--- src/rtl/avalon_mult_pkg.sv ---
// rtl/avalon_mult_pkg.sv - shared constants and types for the Avalon-MM shift-add multiplier
//
// Purpose: register map, CTRL/STATUS bit positions, engine FSM states and the
//          default ID value used by avalon_mult_slave and mult_shift_add.
// Ports:   none (package).
// Config:  AVALON_MULT_IRQ_EN is consumed by avalon_mult_slave, not here.
package avalon_mult_pkg;

  // Word addresses of the register file
  localparam int unsigned REG_OPA    = 0;
  localparam int unsigned REG_OPB    = 1;
  localparam int unsigned REG_CTRL   = 2;
  localparam int unsigned REG_STATUS = 3;
  localparam int unsigned REG_RES_LO = 4;
  localparam int unsigned REG_RES_HI = 5;
  localparam int unsigned REG_CYCLES = 6;
  localparam int unsigned REG_ID     = 7;

  // CTRL bits
  localparam int CTRL_START  = 0;
  localparam int CTRL_IRQ_EN = 1;

  // STATUS bits
  localparam int ST_BUSY = 0;
  localparam int ST_DONE = 1;
  localparam int ST_ERR  = 2;

  localparam logic [31:0] DEFAULT_ID = 32'hACCE_0001;

  typedef enum logic {
    IDLE = 1'b0,
    RUN  = 1'b1
  } state_e;

endpackage

--- src/rtl/avalon_mult_slave_if.sv ---
// rtl/avalon_mult_slave_if.sv - Avalon-MM register bus between CPU interconnect and the multiplier
//
// Purpose: bundles the Avalon-MM slave signals of avalon_mult_slave.
// Ports:   avs_address/avs_read/avs_write/avs_writedata driven by the master;
//          avs_readdata/avs_waitrequest driven by the slave.
// Config:  none.
interface avalon_mult_slave_if #(
  parameter int DATA_W = 32,
  parameter int ADDR_W = 3
) ();
  logic [ADDR_W-1:0] avs_address;
  logic              avs_read;
  logic              avs_write;
  logic [DATA_W-1:0] avs_writedata;
  logic [DATA_W-1:0] avs_readdata;
  logic              avs_waitrequest;

  modport master (
    output avs_address, avs_read, avs_write, avs_writedata,
    input  avs_readdata, avs_waitrequest
  );

  modport slave (
    input  avs_address, avs_read, avs_write, avs_writedata,
    output avs_readdata, avs_waitrequest
  );
endinterface

--- src/rtl/avalon_mult_slave_mult_shift_add.sv ---
// rtl/avalon_mult_slave_mult_shift_add.sv - iterative unsigned shift-add multiplier engine
//
// Purpose: computes opa * opb over DATA_W cycles, one multiplier bit per cycle.
// Ports:   clk, reset (sync, active-high); start (sampled only in IDLE);
//          opa/opb operands; busy (engine in RUN); done (one-cycle pulse in the
//          last RUN cycle); product (final value, valid while done=1).
// Config:  none.
module mult_shift_add
  import avalon_mult_pkg::*;
#(
  parameter int DATA_W = 32
) (
  input  logic                  clk,
  input  logic                  reset,
  input  logic                  start,
  input  logic [DATA_W-1:0]     opa,
  input  logic [DATA_W-1:0]     opb,
  output logic                  busy,
  output logic                  done,
  output logic [2*DATA_W-1:0]   product
);
  localparam int CNT_W = $clog2(DATA_W + 1);

  state_e                state_q, state_d;
  logic [2*DATA_W-1:0]   mcand_q, mcand_d;
  logic [DATA_W-1:0]     mplier_q, mplier_d;
  logic [2*DATA_W-1:0]   acc_q, acc_d;
  logic [CNT_W-1:0]      cnt_q, cnt_d;

  always_ff @(posedge clk) begin
    if (reset) begin
      state_q  <= IDLE;
      mcand_q  <= '0;
      mplier_q <= '0;
      acc_q    <= '0;
      cnt_q    <= '0;
    end else begin
      state_q  <= state_d;
      mcand_q  <= mcand_d;
      mplier_q <= mplier_d;
      acc_q    <= acc_d;
      cnt_q    <= cnt_d;
    end
  end

  always_comb begin
    state_d  = state_q;
    mcand_d  = mcand_q;
    mplier_d = mplier_q;
    acc_d    = acc_q;
    cnt_d    = cnt_q;
    done     = 1'b0;
    unique case (state_q)
      IDLE: begin
        if (start) begin
          mcand_d  = {{DATA_W{1'b0}}, opa};
          mplier_d = opb;
          acc_d    = '0;
          cnt_d    = CNT_W'(DATA_W);
          state_d  = RUN;
        end
      end
      RUN: begin
        if (mplier_q[0]) acc_d = acc_q + mcand_q;
        mcand_d  = mcand_q << 1;
        mplier_d = mplier_q >> 1;
        cnt_d    = cnt_q - 1'b1;
        // Last step: the wrapper captures the final sum in this same cycle so
        // done/result become visible together with busy dropping.
        if (cnt_q == CNT_W'(1)) begin
          done    = 1'b1;
          state_d = IDLE;
        end
      end
      default: state_d = IDLE;
    endcase
    product = acc_d;
  end

  assign busy = (state_q == RUN);

endmodule

--- src/rtl/avalon_mult_slave.sv ---
// rtl/avalon_mult_slave.sv - Avalon-MM register wrapper around the shift-add multiplier
//
// Purpose: register file (OPA, OPB, CTRL, STATUS, RES_LO, RES_HI, CYCLES, ID),
//          start/error policy and read stalling of result reads while busy.
// Ports:   clk, reset (sync, active-high); avs (avalon_mult_slave_if.slave);
//          irq (only with AVALON_MULT_IRQ_EN) = registered done & irq_en.
// Config:  `define AVALON_MULT_IRQ_EN to add the irq output.
module avalon_mult_slave
  import avalon_mult_pkg::*;
#(
  parameter int                DATA_W   = 32,
  parameter int                ADDR_W   = 3,
  parameter logic [DATA_W-1:0] ID_VALUE = DATA_W'(DEFAULT_ID)
) (
  input  logic                 clk,
  input  logic                 reset,
  avalon_mult_slave_if.slave   avs
`ifdef AVALON_MULT_IRQ_EN
  ,
  output logic                 irq
`endif
);
  logic [DATA_W-1:0]   opa_q, opa_d, opb_q, opb_d, cycles_q, cycles_d;
  logic [2*DATA_W-1:0] res_q, res_d;
  logic                irq_en_q, irq_en_d, done_q, done_d, err_q, err_d;

  logic                start_req, eng_busy, eng_done;
  logic [2*DATA_W-1:0] eng_product;
  logic [DATA_W-1:0]   rdata;
  int unsigned         reg_idx;
  logic                wr, rd;

  mult_shift_add #(.DATA_W(DATA_W)) u_engine (
    .clk     (clk),
    .reset   (reset),
    .start   (start_req),
    .opa     (opa_q),
    .opb     (opb_q),
    .busy    (eng_busy),
    .done    (eng_done),
    .product (eng_product)
  );

  always_ff @(posedge clk) begin
    if (reset) begin
      opa_q    <= '0;
      opb_q    <= '0;
      cycles_q <= '0;
      res_q    <= '0;
      irq_en_q <= 1'b0;
      done_q   <= 1'b0;
      err_q    <= 1'b0;
    end else begin
      opa_q    <= opa_d;
      opb_q    <= opb_d;
      cycles_q <= cycles_d;
      res_q    <= res_d;
      irq_en_q <= irq_en_d;
      done_q   <= done_d;
      err_q    <= err_d;
    end
  end

  assign reg_idx = 32'(avs.avs_address);
  assign wr      = avs.avs_write;
  // A simultaneous read+write is treated as a write only.
  assign rd      = avs.avs_read && !avs.avs_write;

  always_comb begin
    opa_d     = opa_q;
    opb_d     = opb_q;
    cycles_d  = cycles_q;
    res_d     = res_q;
    irq_en_d  = irq_en_q;
    done_d    = done_q;
    err_d     = err_q;
    start_req = 1'b0;
    if (wr) begin
      case (reg_idx)
        REG_OPA: if (eng_busy) err_d = 1'b1; else opa_d = avs.avs_writedata;
        REG_OPB: if (eng_busy) err_d = 1'b1; else opb_d = avs.avs_writedata;
        REG_CTRL: begin
          irq_en_d = avs.avs_writedata[CTRL_IRQ_EN];
          if (avs.avs_writedata[CTRL_START]) begin
            if (eng_busy) err_d = 1'b1;
            else          start_req = 1'b1;
          end
        end
        REG_STATUS: begin
          if (avs.avs_writedata[ST_DONE]) done_d = 1'b0;
          if (avs.avs_writedata[ST_ERR])  err_d  = 1'b0;
        end
        default: ;
      endcase
    end
    // Completion overrides a done-clear arriving in the same cycle.
    if (eng_done) begin
      res_d    = eng_product;
      done_d   = 1'b1;
      cycles_d = cycles_q + 1'b1;
    end
  end

  always_comb begin
    rdata = '0;
    if (!reset) begin
      case (reg_idx)
        REG_OPA:    rdata = opa_q;
        REG_OPB:    rdata = opb_q;
        REG_CTRL:   rdata[CTRL_IRQ_EN] = irq_en_q;
        REG_STATUS: begin
          rdata[ST_BUSY] = eng_busy;
          rdata[ST_DONE] = done_q;
          rdata[ST_ERR]  = err_q;
        end
        REG_RES_LO: rdata = res_q[DATA_W-1:0];
        REG_RES_HI: rdata = res_q[2*DATA_W-1:DATA_W];
        REG_CYCLES: rdata = cycles_q;
        REG_ID:     rdata = ID_VALUE;
        default:    rdata = '0;
      endcase
    end
  end

  assign avs.avs_readdata    = rdata;
  // Gated by reset so an aborted operation releases the bus in the reset cycle.
  assign avs.avs_waitrequest = !reset && rd && eng_busy &&
                               (reg_idx == REG_RES_LO || reg_idx == REG_RES_HI);

`ifdef AVALON_MULT_IRQ_EN
  logic irq_q, irq_d;
  assign irq_d = done_q & irq_en_q;
  always_ff @(posedge clk) begin
    if (reset) irq_q <= 1'b0;
    else       irq_q <= irq_d;
  end
  assign irq = irq_q;
`endif

endmodule

--- src/flat_wrapper.sv ---
// flat-port wrapper written by rule: the top's interface ports become plain ports
module avalon_mult_slave_flat import avalon_mult_pkg::*;
#(
  parameter int                DATA_W   = 32,
  parameter int                ADDR_W   = 3,
  parameter logic [DATA_W-1:0] ID_VALUE = DATA_W'(DEFAULT_ID)
)
  (clk, reset, avs_avs_address, avs_avs_read, avs_avs_write, avs_avs_writedata, avs_avs_readdata, avs_avs_waitrequest);
  avalon_mult_slave_if #(.DATA_W(DATA_W), .ADDR_W(ADDR_W)) avs_i ();
  input  logic clk;
  input  logic reset;
  input wire logic [$bits(avs_i.avs_address)-1:0] avs_avs_address;
  input wire logic [$bits(avs_i.avs_read)-1:0] avs_avs_read;
  input wire logic [$bits(avs_i.avs_write)-1:0] avs_avs_write;
  input wire logic [$bits(avs_i.avs_writedata)-1:0] avs_avs_writedata;
  output wire logic [$bits(avs_i.avs_readdata)-1:0] avs_avs_readdata;
  output wire logic [$bits(avs_i.avs_waitrequest)-1:0] avs_avs_waitrequest;
  assign avs_i.avs_address = avs_avs_address;
  assign avs_i.avs_read = avs_avs_read;
  assign avs_i.avs_write = avs_avs_write;
  assign avs_i.avs_writedata = avs_avs_writedata;
  assign avs_avs_readdata = avs_i.avs_readdata;
  assign avs_avs_waitrequest = avs_i.avs_waitrequest;
  avalon_mult_slave #(.DATA_W(DATA_W), .ADDR_W(ADDR_W), .ID_VALUE(ID_VALUE)) u_core (.clk(clk), .reset(reset), .avs(avs_i));
endmodule
--- config.mk ---
export PLATFORM = sky130hd
export DESIGN_NAME = avalon_mult_slave_flat
export DESIGN_NICKNAME = d
export VERILOG_FILES = /design/src/rtl/avalon_mult_pkg.sv /design/src/rtl/avalon_mult_slave_if.sv /design/src/rtl/avalon_mult_slave_mult_shift_add.sv /design/src/rtl/avalon_mult_slave.sv /design/src/flat_wrapper.sv
export SDC_FILE = /design/constraint.sdc
export NUM_CORES = 1
export LEC_CHECK = 0
export ABC_CLOCK_PERIOD_IN_PS = 3200
export BUFFER_PORTS_ARGS = -buffer_cell sky130_fd_sc_hd__buf_2
export CAP_MARGIN = 10
export CORE_ASPECT_RATIO = 2
export CORE_MARGIN = 5
export CORE_UTILIZATION = 35
export DETAILED_ROUTE_END_ITERATION = 10
export PLACE_DENSITY = 0.53
export SLEW_MARGIN = 20
export SYNTH_ARGS = -nofsm -noshare
export SYNTH_HDL_FRONTEND = slang
export SYNTH_HIERARCHICAL = 1
export SYNTH_SLANG_ARGS = --single-unit
--- constraint.sdc ---
create_clock -name clk -period 3.2 [get_ports clk]
set_input_delay 0.16 -clock clk [delete_from_list [all_inputs] [get_ports clk]]
set_output_delay 0.16 -clock clk [all_outputs]
set_load 0.01 [all_outputs]
## Word level (Yosys, flattened, before mapping)

Cells that the tools add are included.

| storage, ports and cells | value |
|---|---|
| bits in registers | 330 |
| bits of input ports | 39 |
| logic and storage cells | 76 |
| output and inout port bits | 33 |

| cells by class | value |
|---|---|
| reductions and logical operators | 18 |
| $add $sub $neg | 3 |
| multiplexer cells | 31 |
| equal/unequal tests | 11 |
| bitwise gates (word level) | 1 |

Operators with widths:

| cell | count |
|---|---|
| one-hot mux 64 bit (2 select lines) | 2 |
| 2-to-1 mux 64 bit | 3 |
| one-hot mux 29 bit (6 select lines) | 1 |
| adder 64 bit | 1 |
| 2-to-1 mux 32 bit | 2 |
| one-hot mux 32 bit (2 select lines) | 1 |
| adder 32 x 1 -> 32 bit, second input constant | 1 |
| logical NOT 32 bit | 1 |
| 2-to-1 mux 1 bit | 15 |
| one-hot mux 1 bit (7 select lines) | 2 |
| == test 3 bit, second input constant | 4 |
| one-hot mux 6 bit (2 select lines) | 1 |
| AND reduction 3 bit | 3 |
| == test 3 x 2 -> 1 bit, second input constant | 2 |
| == test 6 x 1 -> 1 bit, second input constant | 1 |
| 2-to-1 mux 6 bit | 1 |
| one-hot mux 1 bit (6 select lines) | 1 |
| nonzero test 2 bit | 3 |
| subtractor 6 x 1 -> 6 bit, second input constant | 1 |
| logical AND 1 bit | 4 |
| inequality test 2 bit, second input constant | 2 |
| AND reduction 4 bit | 1 |
| == test 3 x 1 -> 1 bit, second input constant | 1 |
| one-hot mux 1 bit (3 select lines) | 1 |
| other kinds (8) | 9 |

## Depth between registers and ports, before layout

Gate-level depths: netlist (run 1).

| depth | value |
|---|---|
| word-level depth | 6 |
| mapped depth | 14 |
| depth with buffers taken out | 13 |

## By module

The synthesis (run 1) kept the hierarchy.

By module, submodules not included:

| module | instances | sequential area each (µm²) | area an instance (µm²) | cells each |
|---|---|---|---|---|
| mult_shift_add | 1 | 3343.2 | 11427.2 | 1532 |
| avalon_mult_slave | 1 | 3263.1 | 7504.7 | 899 |

## Worst setup path before layout (run 1)

OpenSTA, ideal clock, no wires.

| timing path | value |
|---|---|
| path kind | reg2reg |
| start point | register u_core.u_engine.mcand_q[1] |
| end point | register u_core.res_q[57] |
| clock period less this slack | 3.003 ns |
| arrival time | 2.938 ns |
| path buffers | 0 |
| path slack | 0.197 ns |
| cell stages (with the launch flop) | 13 |
| setup time | 0.065 ns |
| data required time | 3.135 ns |
| path through | dfxtp_1 ha_1 a21o_1 nand4_2 a2111oi_4 a211oi_2 o41a_4 o41ai_4 nand4_2 mux2_4 o21ai_2 mux2i_1 nor2_1 |

| between the ends | value |
|---|---|
| longest elaborated chain between the ends | 3 |

RTL lines:

| item | line | source |
|---|---|---|
| start: declaration | avalon_mult_slave_mult_shift_add.sv:25 | `logic [2*DATA_W-1:0] mcand_q, mcand_d;` |
| start signal: assignment | avalon_mult_slave_mult_shift_add.sv:39 | `mcand_q <= mcand_d;` |
| adder 64 bit | avalon_mult_slave_mult_shift_add.sv:64 | `if (mplier_q[0]) acc_d = acc_q + mcand_q;` |
| 2-to-1 mux 64 bit | avalon_mult_slave_mult_shift_add.sv:64 |  |
| one-hot mux 64 bit (2 select lines) | avalon_mult_slave_mult_shift_add.sv:53 | `unique case (state_q)` |
| net u_core.eng_product[57] | avalon_mult_slave.sv:28 | `logic [2*DATA_W-1:0] eng_product;` |
| end signal: assignment | avalon_mult_slave.sv:57 | `res_q <= res_d;` |
| end: declaration | avalon_mult_slave.sv:24 | `logic [2*DATA_W-1:0] res_q, res_d;` |

The timed path passes the listed nets, and every way through them passes these cells.
A chain may end at the register's enable or synchronous reset.

## Worst setup path in the final report (run 1)

| timing path | value |
|---|---|
| start point | register u_core.u_engine.mcand_q[1] |
| end point | register u_core.res_q[49] |

Same word-level chain as after synthesis.

==> flow_summary_export.csv, run 1 <==
group,metric,value,unit
synthesis,syn_area,18900,µm²
placed_design,dpl.cell_count,3163,
timing,finalHoldViolCount,0,
setup_path,rr_worst_depth,13,
detailed_routing,vias,18487,
clock_tree,cts_tree,"yes",
timing,slew_violations,0,
setup_path,crit_path_start_kind,"register",
setup_path,cp_cell_sequence,"ha_4 > a21o_1 > nand4_4 > a2111oi_4 > a211oi_2 > o41a_4 > buf_4 > o41ai_4 > nand3_1 > mux2i_1 > nand3_1 > mux2i_1 > nor2_1",
timing,rsz0062_at_grt,"true",
setup_path,crit_type,"register to register",
setup_path,critical_path.slowest_cell,"o41a_4",
power,leakage,0.00883,µW
floorplanning,die_w,174,µm
setup_path,r2r-end,"u_core/res_q[49]$_SDFFE_PP0P_",
layout,area_growth,19.5,%
run_status,status,"finished with violations",
detailed_routing,postRouteAntennaNets,0,
timing,setup_tns,-0.0596,ns
setup_path,cp_slowest_stage_delay,0.52,ns
placed_design,hpwlAfterDp,58800,µm
clock_tree,cts_htree_levels,1,
global_route,gr-total-overflow,0,
setup_path,cp_max_fo,5,
clock_tree,cts-buffers-inserted,31,
timing,fin_ws,-0.0273,ns
worst_hold_path,min_to,"u_core/opa_q[2]$_SDFFE_PP0P_",
floorplanning,core,53600,µm²
clock_tree,cts-root-buf,"clkbuf_16",
timing,max_freq,310,MHz
synthesis,synth_top_area_cell,"dfxtp_1",
setup_path,arrival,3.71,ns
synthesis,synth_seq_cells,330,
synthesis,yosysTopAreaCellShare,0.349,
placed_design,gp_congestion,0.964,
setup_path,required,3.68,ns
floorplanning,rows,120,
timing,relSlewSlack,0.331,
synthesis,yosysMostFrequentCell,"nor2_1",
clock_tree,cts_sinks,330,
floorplanning,die-area,59100,µm²
worst_hold_path,worstHoldStart,"avs_avs_address[0]",
synthesis,synth_area_per_cell,7.79,µm²
layout,instances_no_fill,3260,
setup_path,end_kind,"register",
synthesis,synth.area.top_cells,"dfxtp_1 (35%), mux2i_1 (10%), a21oi_1 (8.2%)",
run_status,violations,"setup timing",
power,vdd_drop_max,0.482,mV
clock_tree,clk_pin_slew_worst_paths,0.07,ns
synthesis,ys.warnings.count,6,
synthesis,synth_cell_type_count,81,
detailed_routing,drt_wl_total,77200,µm
synthesis,yosys-top-cells-count,"nor2_1 (337), dfxtp_1 (330), a21oi_1 (309)",
synthesis,ys_async_sr_fraction,0,
global_route,grt_pass1_wl,115000,µm
synthesis,synth_edf_count,0,
layout,final_layout_size_suffix_gt1_frac,0.151,
floorplanning,initial_utilization,0.353,
flow_run,max-cap-violations,0,
placed_design,place.port_buffers,71,
layout,final_nets,2673,
global_route,grt_max_degree,101,
timing,setup_viol,3,
global_route,antenna_found_initial,0,
detailed_routing,routedWlPerCell,23.7,µm
synthesis,syn_inst,2431,
detailed_routing,drc_errors,0,
timing,min_period,3.23,ns
timing,fin_crit_sh,1.01,
timing,finClkSkew,0.0204,ns
clock_tree,insertion_delay,0.62,ns
detailed_routing,drtIter0Drc,1106,
global_route,grtUsageTotal,0.252,
detailed_routing,first_pass_iters,6,
global_route,grt_pass1_vias,18810,
setup_path,critPathTopFamily,"compound AO/OA/AOI/OAI gates",
floorplanning,ios,72,
floorplanning,die_h,339,µm
setup_path,worstPathBufferInverterCount,1,
power,total_power,8340,µW
worst_hold_path,whs_path_depth,5,
setup_path,ff2ff_setup_slack,-0.03,ns
detailed_routing,viasPerCell,5.67,
worst_hold_path,hold_class,"input port to register",
power,powerDensity,369,nW/µm²
setup_path,worst_r2r_startpoint,"u_core/u_engine/mcand_q[1]$_SDFFE_PP0P_",
synthesis,synthFlopType,"dfxtp_1",
synthesis,syn-num-nets,2537,
synthesis,ys_seq_area_frac,0.349,
timing,worst_pin_slew,1.00,ns
clock_tree,clockBufferDepth,3,
layer usage:
layer / wire length (µm) / vias to the layer above / GRT usage
met5: 0 / - / 0
met4: 7620 / 0 / 0.208
met3: 2840 / 264 / 0.0234
met2: 41200 / 597 / 0.480
met1: 25600 / 8746 / 0.240
li1: - / 8880 / -
cell usage in the layout, fill, tap and decap left out, drive strengths merged, types with 5 or more instances in the layout:
cell type	synthesis	final
nand3	46	46
inv	28	30
a21o	37	37
o21bai	15	15
nor2	337	337
o21ai	116	116
o31ai	12	12
nand2	288	288
dlygate4sd3	0	34
nand3b	5	5
ha	66	66
clkinv	2	7
or3	17	17
a21oi	310	310
dfxtp	330	330
xnor2	31	31
xor2	17	17
mux2	10	10
and3	48	48
a211oi	5	5
or4	11	11
o21a	12	12
nand4	48	48
a22o	6	6
and2	10	10
a222oi	13	13
nor2b	55	55
a31oi	22	22
o2bb2ai	28	28
clkbuf	149	43
nor3b	6	6
nor3	22	22
mux2i	190	190
nor4	8	8
a32oi	8	8
a221oi	5	5
and4	12	12
buf	40	257
o211ai	7	7
nand2b	10	10
flip-flops by register name, summed over array words and instances (netlist names), 6 cells and up:
signal                    cells
u_core/u_engine/mcand_q      64
u_core/u_engine/mplier_q     32
u_core/u_engine/cnt_q         6
u_core/opa_q                 32
u_core/cycles_q              32
u_core/res_q                 64
u_core/u_engine/acc_q        64
u_core/opb_q                 32
worst max-delay path by stage:
| stage | startpoint | depth (start not counted) | slack (ns) | endpoint |
|---|---|---|---|---|
| floorplan | u_core/u_engine/mcand_q[1]$_SDFFE_PP0P_ | 12 | 0.20 | u_core/res_q[57]$_SDFFE_PP0P_ |
| global placement | u_core/u_engine/mcand_q[1]$_SDFFE_PP0P_ | 12 | -0.26 | u_core/res_q[53]$_SDFFE_PP0P_ |
| detailed placement | u_core/u_engine/mcand_q[1]$_SDFFE_PP0P_ | 12 | -0.32 | u_core/res_q[53]$_SDFFE_PP0P_ |
| CTS | u_core/u_engine/acc_q[0]$_SDFF_PP0_ | 14 | 0.005 | u_core/res_q[28]$_SDFFE_PP0P_ |
| global route | u_core/u_engine/mcand_q[1]$_SDFFE_PP0P_ | 12 | -0.14 | u_core/res_q[53]$_SDFFE_PP0P_ |
| finish | u_core/u_engine/mcand_q[1]$_SDFFE_PP0P_ | 13 | -0.03 | u_core/res_q[49]$_SDFFE_PP0P_ |
metrics by stage:
stage / utilization / instance area [µm²] / setup WS [ns] / hold slack (ns)
3_3_place_gp: 0.390 / 20900 / -0.258 / 0.415
4_1_cts: 0.416 / 22300 / 0.00507 / 0.188
5_1_grt: 0.422 / 22600 / -0.143 / 0.239
2_1_floorplan: - / 18900 / 0.197 / 0.296
6_report: 0.422 / 22600 / -0.0273 / 0.219
3_5_place_dp: 0.390 / 20900 / -0.325 / 0.423
layout make-up:
| cell class | instances | area (µm²) |
|---|---|---|
| diodes | 1 | 2.50 |
| clock buffers | 42 | 847 |
| clock inverters | 12 | 129 |
| fillers | 5409 | 31000 |
| inverters | 30 | 113 |
| multi-input cells | 1882 | 11800 |
| flip-flops and latches | 330 | 6620 |
| well taps | 671 | 840 |
| repair buffers | 292 | 2240 |
cell families after synthesis:
kind of cell    count (synthesis)  synth area share
fa+ha+maj                      67            0.0447
xor+xnor                       48            0.0222
flops                         330             0.349
buf+inv                       219            0.0443
compound gates                636             0.207
mux                           201             0.108
simple gates                  930             0.225
power by group:
part | switching [µW] | internal [µW] | leakage (µW)
clock | 1750 | 2010 | 0.000470
combinational | 291 | 139 | 0.00570
sequential | 22.7 | 4130 | 0.00266
total | 2060 | 6280 | 0.00883
worst reg2reg max path: stages (launching register included):
cell and delay [ns]:
dfxtp_4 0.36, ha_4 0.25, a21o_1 0.18, nand4_4 0.16, a2111oi_4 0.41, a211oi_2 0.09
o41a_4 0.52, buf_4 0.16, o41ai_4 0.30, nand3_1 0.16, mux2i_1 0.22, nand3_1 0.10
mux2i_1 0.13, nor2_1 0.05
timing repair:
item,4_1_cts,5_1_grt
endpoints found under the setup margin,40,48
pin swaps,5,20
resized for setup,16,49
hold buffers,34,0
buffers inserted,0,9
endpoints found under the hold margin,110,0
(Power assumes the default switching activity.)
==> inputs of run 2 (changes only) <==
Settings changed: PLACE_DENSITY 0.53 to not set, SKIP_CTS_REPAIR_TIMING set to 1.
==> flow_summary_export.csv, run 2 (synthesized netlist as in run 1, its figures left out) <==
group,metric,value,unit
run_status,status,"completed",
floorplanning,die_w,174,µm
power,internal_power,6270,µW
detailed_routing,routedWlPerCell,23.8,µm
layout,final_nets,2696,
global_route,grt_pass1_vias,18819,
setup_path,cp_max_fo,4,
timing,whs,0.00497,ns
power,vdd_drop_max,0.499,mV
power,p_clk_frac,0.452,
timing,fin_ws,0.0811,ns
floorplanning,ios,72,
timing,finalHoldViolCount,0,
global_route,grtUsageTotal,0.254,
timing,finClkSkew,0.0166,ns
setup_path,arrival,3.66,ns
detailed_routing,vias,18950,
worst_hold_path,whs_path_depth,2,
global_route,grt_max_degree,113,
placed_design,hpwlAfterDp,59400,µm
detailed_routing,viasPerCell,5.77,
power,powerDensity,366,nW/µm²
timing,worst_pin_slew,1.03,ns
timing,fin_crit_sh,0.975,
timing,rsz0062_at_grt,"true",
placed_design,gp_congestion,0.994,
power,power_frac_seq,0.497,
layout,area_growth,20.4,%
setup_path,crit_path_start_kind,"register",
layout,final_cell_mix,"nor2_1 (334), dfxtp_1 (317), a21oi_1 (298)",
clock_tree,clockBufferDepth,3,
setup_path,required,3.74,ns
timing,min_period,3.12,ns
detailed_routing,drc_errors,0,
layout,reg.largest.list,"u_core/res_q: 64 flops, u_core/u_engine/acc_q: 64 flops, u_core/u_engine/mcand_q: 64 flops",
layout,fillCellCount,5367,
detailed_routing,first_pass_iters,6,
floorplanning,initial_utilization,0.353,
floorplanning,rows,120,
detailed_routing,postRouteAntennaNets,0,
global_route,antenna_found_initial,3,
detailed_routing,drt_wl_total,78300,µm
placed_design,pre_cts_slack,-0.308,ns
power,combPwrFrac,0.051,
worst_hold_path,hold_class,"input port to register",
layout,final_core_util,0.425,
setup_path,crit_type,"register to register",
clock_tree,cts-root-buf,"clkbuf_16",
clock_tree,insertion_delay,0.61,ns
setup_path,rr_worst_depth,13,
clock_tree,cts_tree,"yes",
detailed_routing,drtIter0Drc,1329,
flow_run,max-cap-violations,0,
clock_tree,cts_sinks,330,
layout,layout_commonest_cell,"nor2_1",
clock_tree,cts-buffers-inserted,31,
clock_tree,clk_pin_slew_worst_paths,0.07,ns
clock_tree,cts_htree_levels,1,
timing,setup_viol,0,
floorplanning,core,53600,µm²
timing,setup_tns,0,ns
power,p_sw_frac,0.249,
timing,max_freq,321,MHz
power,total_power,8350,µW
global_route,gr-total-overflow,0,
setup_path,end_kind,"register",
power,switchingPower,2080,µW
timing,relSlewSlack,0.314,
layout,final_layout_size_suffix_gt1_frac,0.168,
floorplanning,die_h,339,µm
timing,slew_violations,0,
global_route,grt_pass1_wl,115000,µm
placed_design,place.port_buffers,71,
floorplanning,die-area,59100,µm²
power,leakage,0.00888,µW
==> run 2: power by group through the flow <==
stage	clock, µW	sequential (µW)	combinational (µW)
2_1_floorplan	0	4230	231
3_3_place_gp	0	4240	382
3_5_place_dp	0	4250	386
4_1_cts	3860	4150	387
5_1_grt	4020	4150	451
6_report	3780	4150	423
==> run 2: worst max-delay path, cell delays in order (launching register included) <==
cell       delay, ns
dfxtp_2         0.34
ha_4            0.25
a21o_1          0.17
nand4_4         0.16
a2111oi_4       0.36
a211oi_2        0.12
o41a_4          0.53
o41ai_4         0.23
buf_6           0.19
nand4_4         0.12
mux2_4          0.32
o21ai_2         0.05
mux2i_1         0.08
nor2_1          0.13
==> run 2: per-stage QoR <==
stage,cell area (µm²),instances
after CTS,22000,3243
after detailed placement,21000,3188
after global routing,22800,3283
after global placement,21000,3188
final,22800,3284
after floorplan,18900,2431
==> run 2: metal layers <==
metal  up-vias  part of all wire  global-route usage
met5         -           0.00013                   0
met4         2              0.11               0.223
met3       271             0.043              0.0305
met2       686              0.52               0.468
met1      9057              0.33               0.243
li1       8934                 -                   -
==> run 2: layout make-up <==
cell class	count	area, µm²	share of cell area
Multi-Input combinational cell	1882	11900	0.522
Clock buffer	39	836	0.0367
Inverter	30	113	0.00494
Clock inverter	16	146	0.00642
Timing Repair Buffer	315	2330	0.102
Tap cell	671	840	0.0368
Antenna cell	1	2.50	0.000110
Sequential cell	330	6630	0.291
==> run 2: path summary, 6_finish.rpt <==
path / from / endpoint / slack [ns]
hold reg to reg: u_core/opb_q[9]$_SDFFE_PP0P_ / u_core/opb_q[9]$_SDFFE_PP0P_ / 0.48
hold / removal: reset / u_core/u_engine/mcand_q[32]$_SDFFE_PP0P_ / 0.005
setup reg to reg: u_core/u_engine/acc_q[1]$_SDFF_PP0_ / u_core/res_q[57]$_SDFFE_PP0P_ / 0.08
setup / recovery: u_core/u_engine/acc_q[1]$_SDFF_PP0_ / u_core/res_q[57]$_SDFFE_PP0P_ / 0.08
